--- src/rtl/mem_arb_pkg.sv ---
// -----------------------------------------------------------------------------
// mem_arb_pkg
// Shared definitions for the two-port data memory arbiter.
//   DW_DEFAULT / AW_DEFAULT : default data and address widths
//   state_t                 : arbiter FSM state encoding (IDLE is all-zero so
//                             a freshly reset debug output reads 0)
// -----------------------------------------------------------------------------
package mem_arb_pkg;

    localparam int DW_DEFAULT = 32;
    localparam int AW_DEFAULT = 32;

    typedef enum logic [1:0] {
        IDLE   = 2'd0,
        ACCESS = 2'd1,
        RESP   = 2'd2
    } state_t;

endpackage

--- src/rtl/rr_pick2.sv ---
// -----------------------------------------------------------------------------
// rr_pick2
// Two-way round-robin picker, purely combinational.
//   valid0, valid1 : requesters present
//   last_grant     : index of the port that was served most recently
//   grant[1:0]     : one-hot grant (all zero when nobody is valid)
// A lone requester always wins; on a tie the port that was not served last
// wins, so neither port can be starved by the other.
// -----------------------------------------------------------------------------
module rr_pick2 (
    input  logic       valid0,
    input  logic       valid1,
    input  logic       last_grant,
    output logic [1:0] grant
);

    always_comb begin
        grant    = 2'b00;
        grant[0] = valid0 & (~valid1 | last_grant);
        grant[1] = valid1 & (~valid0 | ~last_grant);
    end

endmodule

--- src/rtl/data_mem_arbiter.sv ---
// -----------------------------------------------------------------------------
// data_mem_arbiter
// Shares one data memory between two requesters (port 0: CPU load/store,
// port 1: debug/DMA). One access at a time: IDLE -> ACCESS -> RESP -> IDLE.
//
// Ports
//   clk, reset                 : single clock, synchronous active-high reset
//   reqN_valid/write/addr/wdata: request from port N (N = 0, 1)
//   reqN_ready                 : request accepted this cycle
//   reqN_rvalid / reqN_rdata   : one-cycle completion pulse and read data
//   mem_Address/Write_data     : latched address / write data to memory
//   mem_MemWrite/MemRead       : memory strobes, only active in ACCESS
//   mem_Read_data              : combinational memory read data
//   dbg_state                  : current FSM state, for observation only
//
// Handshake: a request transfers on a posedge where reqN_valid & reqN_ready
// are both 1. ready depends combinationally on valid, the state and the
// round-robin pointer, and at most one ready is high per cycle. Once a
// request transfers, its fields are held internally, so the requester may
// change or drop its inputs from the next cycle on. Completion is signalled
// by a single-cycle reqN_rvalid two cycles after the handshake.
// -----------------------------------------------------------------------------
module data_mem_arbiter
    import mem_arb_pkg::*;
#(
    parameter int DW = DW_DEFAULT,
    parameter int AW = AW_DEFAULT
) (
    input  logic          clk,
    input  logic          reset,

    input  logic          req0_valid,
    input  logic          req0_write,
    input  logic [AW-1:0] req0_addr,
    input  logic [DW-1:0] req0_wdata,
    output logic          req0_ready,
    output logic          req0_rvalid,
    output logic [DW-1:0] req0_rdata,

    input  logic          req1_valid,
    input  logic          req1_write,
    input  logic [AW-1:0] req1_addr,
    input  logic [DW-1:0] req1_wdata,
    output logic          req1_ready,
    output logic          req1_rvalid,
    output logic [DW-1:0] req1_rdata,

    output logic [AW-1:0] mem_Address,
    output logic [DW-1:0] mem_Write_data,
    output logic          mem_MemWrite,
    output logic          mem_MemRead,
    input  logic [DW-1:0] mem_Read_data,

    output state_t        dbg_state
);

    state_t        state;
    logic          last_grant;
    logic          owner;
    logic          wr_q;
    logic [AW-1:0] addr_q;
    logic [DW-1:0] wdata_q;
    logic [DW-1:0] rdata_q;

    logic [1:0]    grant;
    logic [1:0]    ready;

    rr_pick2 u_pick (
        .valid0     (req0_valid),
        .valid1     (req1_valid),
        .last_grant (last_grant),
        .grant      (grant)
    );

    // grant already implies valid, so ready doubles as the handshake.
    assign ready      = (state == IDLE) ? grant : 2'b00;
    assign req0_ready = ready[0];
    assign req1_ready = ready[1];

    always_ff @(posedge clk) begin
        if (reset) begin
            state      <= IDLE;
            last_grant <= 1'b1;
            owner      <= 1'b0;
            wr_q       <= 1'b0;
            addr_q     <= '0;
            wdata_q    <= '0;
            rdata_q    <= '0;
        end else begin
            case (state)
                IDLE: begin
                    if (|ready) begin
                        owner   <= ready[1];
                        wr_q    <= ready[1] ? req1_write : req0_write;
                        addr_q  <= ready[1] ? req1_addr  : req0_addr;
                        wdata_q <= ready[1] ? req1_wdata : req0_wdata;
                        state   <= ACCESS;
                    end
                end
                ACCESS: begin
                    // Writes leave rdata untouched so the last read value stays.
                    if (!wr_q) begin
                        rdata_q <= mem_Read_data;
                    end
                    state <= RESP;
                end
                RESP: begin
                    // Pointer moves only after the access retires.
                    last_grant <= owner;
                    state      <= IDLE;
                end
                default: begin
                    state <= IDLE;
                end
            endcase
        end
    end

    // Address/data hold their latched values; only the strobes are gated,
    // which is what lets a write in ACCESS land even if reset is sampled
    // at the same edge.
    assign mem_Address    = addr_q;
    assign mem_Write_data = wdata_q;
    assign mem_MemWrite   = (state == ACCESS) &  wr_q;
    assign mem_MemRead    = (state == ACCESS) & ~wr_q;

    assign req0_rvalid = (state == RESP) & ~owner;
    assign req1_rvalid = (state == RESP) &  owner;
    assign req0_rdata  = rdata_q;
    assign req1_rdata  = rdata_q;

    assign dbg_state = state;

endmodule

--- config.mk ---
export PLATFORM = sky130hd
export DESIGN_NAME = data_mem_arbiter
export DESIGN_NICKNAME = d
export VERILOG_FILES = /design/src/rtl/mem_arb_pkg.sv /design/src/rtl/rr_pick2.sv /design/src/rtl/data_mem_arbiter.sv
export SDC_FILE = /design/constraint.sdc
export NUM_CORES = 1
export LEC_CHECK = 0
export ABC_AREA = 1
export CAP_MARGIN = 0
export CORE_MARGIN = 5
export CORE_UTILIZATION = 39
export DETAILED_ROUTE_END_ITERATION = 12
export GPL_TIMING_DRIVEN = 0
export PLACE_DENSITY = 0.9
export SLEW_MARGIN = 0
export SYNTH_ARGS = -nofsm -noshare
export SYNTH_HDL_FRONTEND = slang
export SYNTH_SLANG_ARGS = --single-unit
--- constraint.sdc ---
create_clock -name clk -period 1.8 [get_ports clk]
set_input_delay 0.36 -clock clk [delete_from_list [all_inputs] [get_ports clk]]
set_output_delay 0.36 -clock clk [all_outputs]
set_load 0.01 [all_outputs]
==> impl_metrics.py <==
metrics = {
    "status": {
        "status": "completed",
    },
    "place": {
        "dp_hpwl_um": 15300,
        "portBuffers": 300,
        "gp_routability_congestion": 0.886,
        "placed_area_sq_mm": 0.00854,
        "dp.cells": 1305,
    },
    "timing": {
        "fin_crit_sh_pct": 97.4,
        "fin_skew_ns": 0.00417,
        "finalSetupTns_ns": 0,
        "grt_setup_unrepaired": "false",
        "setup_viol": 0,
        "drv_slew": 0,
        "slew_headroom_pct": 68.3,
        "hold_viol_final": 0,
        "worst_slew_pin_slew_ns": 0.475,
        "fmax_ghz": 0.570,
        "layout_min_cycle_time_ns": 1.75,
    },
    "cts": {
        "cts_max_path_buffers": 2,
        "clkTransAtPathRegs_ns": 0.07,
        "ctsHoldBuffers": 0,
        "numClockSinks": 101,
        "numCtsBuffers": 9,
        "cts_max_level": 3,
        "clkLatencyLatePin_ns": 0.34,
        "tritoncts": "yes",
        "cts_root_buffer": "clkbuf_16",
    },
    "global_routing": {
        "grt_usage_pct": 22.6,
        "grt_pass1_vias": 5712,
        "antenna_found_initial": 0,
        "grt_max_degree": 20,
        "grt_pass1_wl_um": 29000,
        "overflow": 0,
    },
    "final_layout": {
        "final_cell_mix": "292 x clkdlybuf4s50_1, 266 x nand2_1, 198 x nor2_1",
        "stdcell_count": 1325,
        "utilization_pct": 67.3,
        "area_growth_pct": 68.2,
        "finalInstanceArea_sq_mm": 0.00895,
        "layout-drive-gt1-share_pct": 8.53,
        "finalNetCount": 1310,
        "mostFrequentLayoutCell": "clkdlybuf4s50_1",
        "n_antenna_cell": 0,
    },
    "route": {
        "vias": 6021,
        "vias_per_cell": 4.54,
        "drt-initial-drc-count": 245,
        "drc_errors": 0,
        "first_pass_iters": 4,
        "avgRoutedWirePerCell_um": 14.5,
        "routed_wl_um": 19100,
        "final_antenna_net_count": 0,
    },
    "worst_setup_path": {
        "startpoint_type": "register",
        "worstSetupPathType": "reg -> out",
        "path_max_fanout": 4,
        "critPathCaptureType": "output pin",
        "cp.required_ns": 1.44,
        "cp.arrival_ns": 1.39,
    },
    "flow_run": {
        "maxCapViolCount": 0,
    },
    "power_and_ir_drop": {
        "p_clk_share_pct": 28.4,
        "intPower_uw": 4890,
        "power_leakage_uw": 0.00424,
        "power_density_mw_per_mm2": 776,
        "swShare_pct": 29.5,
        "p_comb_share_pct": 34.1,
        "fin_total_pwr_uw": 6940,
        "seqPwrFrac_pct": 37.6,
        "ir_drop_mv": 0.429,
        "p_sw_uw": 2050,
    },
    "floorplan": {
        "initial_utilization_pct": 40.0,
        "core_sq_mm": 0.0133,
        "die_h_um": 127,
        "rows": 42,
        "die_area_sq_mm": 0.0161,
        "io-pin-count": 302,
        "fp.dieW_um": 127,
    },
    "yosys": {
        "ys_top_cells_by_area": "dfxtp_1 38%, nand2_1 19%, nor2_1 14%",
        "syn_area_sq_mm": 0.00532,
        "yosys_warnings": 0,
        "synth-seq-area-share_pct": 38.0,
        "netlist_instances": 829,
        "ys_types": 14,
        "yosysTopAreaCellShare_pct": 38.0,
        "avgSynthCellArea_sq_um": 6.41,
        "syn_nets": 995,
        "synth_seq_cells": 101,
        "synth_top_area_cell": "dfxtp_1",
    },
    "min_path": {
        "hp-class": "in -> reg",
    },
}
==> worst paths after layout <==
path / slack (ns) / end / cells past startpoint / from
setup / recovery: 0.05 / dbg_state[1] / 2 / dbg_state[1]
setup reg to reg: 0.14 / mem_Address[6] / 10 / dbg_state[1]
hold reg to reg: 0.48 / req0_rdata[16] / 2 / req0_rdata[16]
hold / removal: 0.30 / req0_rdata[1] / 2 / reset
==> through the flow <==
step / worst slack (ns) / hold slack (ns)
2_1_floorplan: 0.336 / 0.450
3_5_place_dp: -0.795 / 0.471
5_1_grt: 0.00369 / 0.319
3_3_place_gp: -0.793 / 0.466
4_1_cts: -0.0935 / 0.290
6_report: 0.0460 / 0.305
==> cells in the mapped netlist <==
cell	count
nand3b_1	64
clkbuf_1	16
buf_1	4
buf_2	14
nand3_1	5
a21oi_1	34
buf_4	36
nor2_2	1
nand2_1	266
buf_6	15
inv_1	74
dfxtp_1	101
nand3_2	1
nor2_1	198
==> what timing repair did <==
item                       4_1_cts  5_1_grt
pin swaps                        2        1
resized for setup               30       11
setup buffers                    3        3
setup endpoints to repair        7       16
==> cell type report <==
cell class / count / area [sq um]
well taps: 176 / 220
plain buffers: 83 / 609
clock inverters: 5 / 60.1
repair buffers: 306 / 3040
inverters: 74 / 278
multi-input cells: 569 / 2460
clock buffers: 11 / 243
fillers: 1122 / 4350
flip-flops and latches: 101 / 2030
==> flip-flops by register name, indices dropped and copies added, names as in the netlist <==
signal	flops
dbg_state	2
last_grant	1
mem_Address	32
mem_Write_data	32
owner	1
req0_rdata	32
wr_q	1
==> metal layers <==
metal | share of wire [%] | GRT usage (%)
met1 | 38 | 23.8
met2 | 50 | 41.7
met3 | 9.2 | 7.40
met4 | 2.5 | 8.58
met5 | 0 | 0
==> logic make-up (layout without fill, tap and decap cells) <==
family,count (synthesis),in the layout,share of synthesized area [%]
compound gates,34,34,3.20
buf+inv,159,479,16.2
flops,101,101,38.0
simple gates,535,535,42.6
==> critical path, stage by stage (launching register included) <==
cell             delay [ns]
dfxtp_4                0.38
buf_4                  0.12
clkdlybuf4s50_1        0.56
==> power groups by stage <==
stage          combinational (uW)  clock (uW)  sequential (uW)
2_1_floorplan                1020           0             2750
3_3_place_gp                 2300           0             2640
3_5_place_dp                 2330           0             2650
4_1_cts                      2380        2010             2610
5_1_grt                      2590        2090             2640
6_report                     2370        1970             2610
No activity file was read; power rests on OpenSTA's default activity.
